### config.mk
export PLATFORM = sky130hd
export DESIGN_NAME = demux_frame_collector
export DESIGN_NICKNAME = d
export VERILOG_FILES = /design/src/rtl/demux_frame_collector.sv
export SDC_FILE = /design/constraint.sdc
export NUM_CORES = 1
export LEC_CHECK = 0
export CELL_PAD_IN_SITES_DETAIL_PLACEMENT = 1
export CELL_PAD_IN_SITES_GLOBAL_PLACEMENT = 1
export CORE_MARGIN = 2
export CORE_UTILIZATION = 37
export CTS_CLUSTER_DIAMETER = 50
export DETAILED_ROUTE_END_ITERATION = 8
export PLACE_DENSITY = 0.88
export SYNTH_ARGS = -nofsm -noshare
export SYNTH_HDL_FRONTEND = slang
export SYNTH_SLANG_ARGS = --single-unit
### constraint.sdc
create_clock -name clk -period 3.6 [get_ports clk]
set_input_delay 0.54 -clock clk [delete_from_list [all_inputs] [get_ports clk]]
set_output_delay 0.54 -clock clk [all_outputs]
set_load 0.02 [all_outputs]
### src/rtl/demux_frame_collector.sv
// demux_frame_collector: registered 1-to-NR_LANE beat demux that assembles a frame.
// Ports: clk, rst (async, active-high); in_valid/in_ready/in_data/in_sel/auto_mode
//   beat input; out_lanes, lane_written, frame_valid frame output; frame_ack consumer ack.
module demux_frame_collector #(
    parameter int NR_LANE  = 4,
    parameter int SEL_LEN  = 2,
    parameter int DATA_LEN = 2
) (
    input  logic                         clk,
    input  logic                         rst,
    input  logic                         in_valid,
    output logic                         in_ready,
    input  logic [DATA_LEN-1:0]          in_data,
    input  logic [SEL_LEN-1:0]           in_sel,
    input  logic                         auto_mode,
    output logic [NR_LANE*DATA_LEN-1:0]  out_lanes,
    output logic [NR_LANE-1:0]           lane_written,
    output logic                         frame_valid,
    input  logic                         frame_ack
);

    typedef enum logic [1:0] {
        IDLE,
        FILL,
        HOLD
    } state_t;

    localparam logic [SEL_LEN:0]   LANE_CNT  = (SEL_LEN+1)'(NR_LANE);
    localparam logic [SEL_LEN-1:0] LANE_LAST = SEL_LEN'(NR_LANE - 1);

    state_t              state;
    state_t              state_next;
    logic [SEL_LEN-1:0]  ptr;
    logic [SEL_LEN-1:0]  lane;
    logic                lane_ok;
    logic                accept;
    logic                wr_en;
    logic [NR_LANE-1:0]  lane_dec;
    logic [NR_LANE-1:0]  written_next;

    assign in_ready    = (state == FILL);
    assign frame_valid = (state == HOLD);

    assign accept  = in_valid & in_ready;
    assign lane    = auto_mode ? ptr : in_sel;
    // A manual select past the last lane is consumed but writes nothing.
    assign lane_ok = ({1'b0, lane} < LANE_CNT);
    assign wr_en   = accept & lane_ok;

    always_comb begin
        lane_dec = '0;
        for (int i = 0; i < NR_LANE; i++) begin
            lane_dec[i] = wr_en && (lane == SEL_LEN'(i));
        end
    end

    // Completion includes the bit of the beat being accepted this cycle.
    assign written_next = lane_written | lane_dec;

    always_ff @(posedge clk or posedge rst) begin
        if (rst) begin
            state <= IDLE;
        end else begin
            state <= state_next;
        end
    end

    always_comb begin
        state_next = state;
        unique case (state)
            IDLE: state_next = FILL;
            FILL: begin
                if (wr_en && (&written_next)) begin
                    state_next = HOLD;
                end
            end
            HOLD: begin
                if (frame_ack) begin
                    state_next = FILL;
                end
            end
            default: state_next = IDLE;
        endcase
    end

    always_ff @(posedge clk or posedge rst) begin
        if (rst) begin
            out_lanes    <= '0;
            lane_written <= '0;
            ptr          <= '0;
        end else if (frame_valid && frame_ack) begin
            // Lane data is kept; only the fill bookkeeping restarts.
            lane_written <= '0;
            ptr          <= '0;
        end else if (accept) begin
            lane_written <= written_next;
            for (int i = 0; i < NR_LANE; i++) begin
                if (lane_dec[i]) begin
                    out_lanes[i*DATA_LEN +: DATA_LEN] <= in_data;
                end
            end
            if (auto_mode) begin
                ptr <= (ptr == LANE_LAST) ? '0 : ptr + 1'b1;
            end
        end
    end

endmodule
## Word level (Yosys, flattened, before mapping)

Cells that the tools add are included.

| storage, ports and cells | value |
|---|---|
| flip-flop bits (word level) | 16 |
| input bits | 9 |
| output and inout bits | 14 |
| logic and storage cells | 46 |

| operators by class | value |
|---|---|
| $add $sub $neg | 1 |
| eq/ne operators | 8 |
| multiplexer cells | 10 |
| bitwise logic cells | 3 |
| reductions and logical operators | 17 |

Operators with widths:

| operator | number |
|---|---|
| two-way mux 2 bit | 7 |
| AND reduction 3 bit | 4 |
| equality test 2 bit, second input constant | 4 |
| two-way mux 4 bit | 2 |
| logical AND 1 bit | 6 |
| case mux 2 bit (3 select lines) | 1 |
| equality test 2 x 1 -> 1 bit, second input constant | 2 |
| zero test 2 bit | 2 |
| != test 2 x 1 -> 1 bit, second input constant | 2 |
| bitwise OR 4 bit | 1 |
| AND reduction 2 bit | 2 |
| AND reduction 4 bit | 1 |
| nonzero test 2 bit | 2 |
| adder 2 x 1 -> 2 bit, second input constant | 1 |
| bitwise AND 1 bit | 1 |
| inverter 1 bit | 1 |

## Longest topological paths before layout

| logic depth | value |
|---|---|
| word-level depth | 8 |
| gate-level depth with buffers | 4 |
| mapped depth without buffers | 4 |

## Worst setup path before layout

OpenSTA, ideal clock, no wires.

| path | value |
|---|---|
| path type | input -> register |
| start point | input port auto_mode |
| end point | register out_lanes[4] |
| setup time | 125 ps |
| arrival time | 1468 ps |
| required time | 3475 ps |
| setup slack | 2008 ps |
| stages on the path | 3 |
| buffers on the path | 0 |
| cells stage by stage | mux2_4 -> nor3_1 -> mux2_2 |

| on the way | value |
|---|---|
| longest elaborated chain between the ends | 4 |

Ends and longest elaborated chain:

| item | RTL line | RTL |
|---|---|---|
| start, declared | 15 | `input logic auto_mode,` |
| two-way mux 2 bit | 45 | `assign lane = auto_mode ? ptr : in_sel;` |
| equality test 2 bit | 53 | `lane_dec[i] = wr_en && (lane == SEL_LEN'(i));` |
| logical AND 1 bit | 53 |  |
| AND reduction 3 bit (no source line) | -- |  |
| end signal, assigned by index | 99 | `out_lanes[i*DATA_LEN +: DATA_LEN] <= in_data;` |
| end, declared | 16 | `output logic [NR_LANE*DATA_LEN-1:0] out_lanes,` |

No other way between the ends.
A chain may end at the register's enable or synchronous reset.

## Worst setup path after layout

| path | value |
|---|---|
| start point | register state[0] |
| end point | output port frame_valid |

| on the way | value |
|---|---|
| longest elaborated chain between the ends | 1 |

Ends and longest elaborated chain:

| item | RTL line | RTL |
|---|---|---|
| start, declared | 31 | `state_t state;` |
| start signal, assigned | 64 | `state <= state_next;` |
| equality test 2 bit | 42 | `assign frame_valid = (state == HOLD);` |
| end, declared | 18 | `output logic frame_valid,` |

No other way between the ends.

==> impl_metrics.toml <==
[setup_path]
cp-end-kind = "primary output"
critPathTopFamily = "buffers and inverters"
crit_buf_inv = 1
crit_required_ns = 3.06
reg2reg_depth = 3
cp.depth = 2
crit_type = "reg2out"
slowest_delay_ns = 0.60
critPathArrivalTime_ns = 1.54
r2r-start = "state[1]"
cp-startpoint = "state[0]"
regToRegSetupSlack_ns = 2.06
endpoint = "frame_valid"
worstPathCellList = "and2b_2 > clkdlybuf4s50_1"
slowest_stage = "clkdlybuf4s50_1"
start_kind = "flop"
r2r-end = "out_lanes[5]"
worst-path-max-fanout = 5

[logic_synthesis]
synth_area_um2 = 759
synth-edff-count = 0
yosys.area.top_type = "dfrtp_1"
synth_top_area_share = 0.527
synthTopCellsByCount = "dfrtp_1, mux2_2, nand2_1, nor2_1, inv_1"
synth_cell_types = 26
synthArstFlopShare = 1.00
synth.avg_cell_area_um2 = 12.1
yosysMostFrequentCell = "dfrtp_1"
synth-main-ff-cell = "dfrtp_1"
ys_seq_elements = 16
synth_nets = 73
yosys_warnings = 0
synth_area_leaders = "dfrtp_1, mux2_2, mux2_4"
syn_inst = 63
yosysSeqAreaShare = 0.527

[clock_tree]
insertion_delay_ns = 0.28
cts_buffers = 3
cts_tree = "built"
holdBufCountCts = 0
clkSlewWorstSetupHoldPaths_ns = 0.09
cts_buffer_depth = 2
cts_setup_buffers = 0
clkSinkCount = 16
htreeDepth = 1
ctsResizeCount = 0
root_buffer = "clkbuf_4"

[power]
power_leakage_uw = 0.000438
irDropWorstVdd_mv = 0.455
total_power_uw = 849
power_density_nw_per_um2 = 820

[floorplanning]
fp.dieW_um = 49.3
num_rows = 16
die_area_um2 = 2430
die_h_um = 49.3
core_area_um2 = 1940
pin_count = 23
start_util = 0.391

[global_route]
antenna_found_initial = 0
grt_usage = 0.152
grt_overflow_total = 0
grt_pass1_vias = 613
grt_pass1_wl_um = 2860
grt_max_degree = 17

[final_layout]
area_delta_synth_final_pct = 36.4
antenna_cells = 0
nNetsFinal = 100
drive_above_1_share = 0.216
fin_util = 0.534
stdcell_count = 115
fillers = 226

[sta]
finalCritPeriodShare = 0.578
clock_skew_ns = 0.000427
hold_viol = 0
timing.final.max_slew_violations = 0
relSlewSlack = 0.599
tightest_slew_ns = 0.601
tns_ns = 0
fin_worst_hold_slack_ns = 0.513
fmax_ghz = 0.480
finalSetupViolCount = 0
min_period_ns = 2.08
rsz0062_at_grt = "false"

[routing]
routed_wl_um = 1580
avgRoutedWirePerCell_um = 13.7
routed_via_density = 4.94
drt-initial-drc-count = 1
dr.pass1.iters = 3
drcViolationCount = 0
via_count = 568
ant_nets = 0

[place]
port-buffer-count = 22
dp_hpwl_um = 1210
gp_congestion = 0.741
place_inst = 112

[outcome]
status = "completed"

[run]
maxCapViolCount = 0

[hold_path]
hold_path_class = "reg2reg"
[metrics by stage]
step	setup slack (ns)	instance area, um^2
after floorplan	2.01	759
after global placement	1.32	1010
after detailed placement	1.28	1010
after CTS	1.51	1040
after global routing	1.48	1040
final	1.52	1040
[kinds of logic (layout without fill, tap and decap cells)]
family          count (synthesis)  after routing  share of synthesized area
compound gates                 11             11                      0.114
fa+ha+maj                       1              1                     0.0165
buf+inv                         4             29                     0.0198
flops                          16             16                      0.527
mux                            11             11                      0.171
simple gates                   20             20                      0.152
[area by class of cell]
class                      instances  area (um^2)  share of cell area
timing repair buffer              22          220               0.213
inverter                           4         15.0              0.0145
clock buffer                       3         22.5              0.0217
tap                               27         33.8              0.0326
sequential                        16          400               0.386
multi-input combinational         43          344               0.332
[sequential cells by signal, indices dropped and copies added, names as in the netlist]
name          cells
out_lanes         8
lane_written      4
ptr               2
state             2
[power breakdown]
group / leakage, uW / internal, uW / switching (uW)
sequential: 0.000184 / 261 / 58.7
clock: 0.0000138 / 38.7 / 53.9
combinational: 0.000240 / 230 / 207
total: 0.000438 / 529 / 320
[layer usage]
metal	global-route usage	share of wire	up-vias	wire length (um)
li1	-	-	272	-
met1	0.200	0.47	280	748
met2	0.255	0.49	16	773
met3	0.0184	0.037	0	59
met4	0.0571	0	0	0
met5	0	0	-	0
[placed cells by master (no fill, tap or decap), types with 2 or more instances in the layout]
cell,instances
clkdlybuf4s50_1,22
dfrtp_1,16
mux2_2,8
nand2_1,5
nor2_1,5
inv_1,4
a21oi_1,3
clkbuf_4,3
mux2_4,2
o21a_1,2
[worst min-delay path by stage]
stage	from	end	cells after the start
floorplan	rst	lane_written[0]	1
CTS	out_lanes[1]	out_lanes[1]	1
detailed placement	out_lanes[7]	out_lanes[7]	1
global placement	out_lanes[3]	out_lanes[3]	1
finish	out_lanes[1]	out_lanes[1]	1
global route	out_lanes[2]	out_lanes[2]	1
Note: power is estimated with default switching activity, not from simulation.
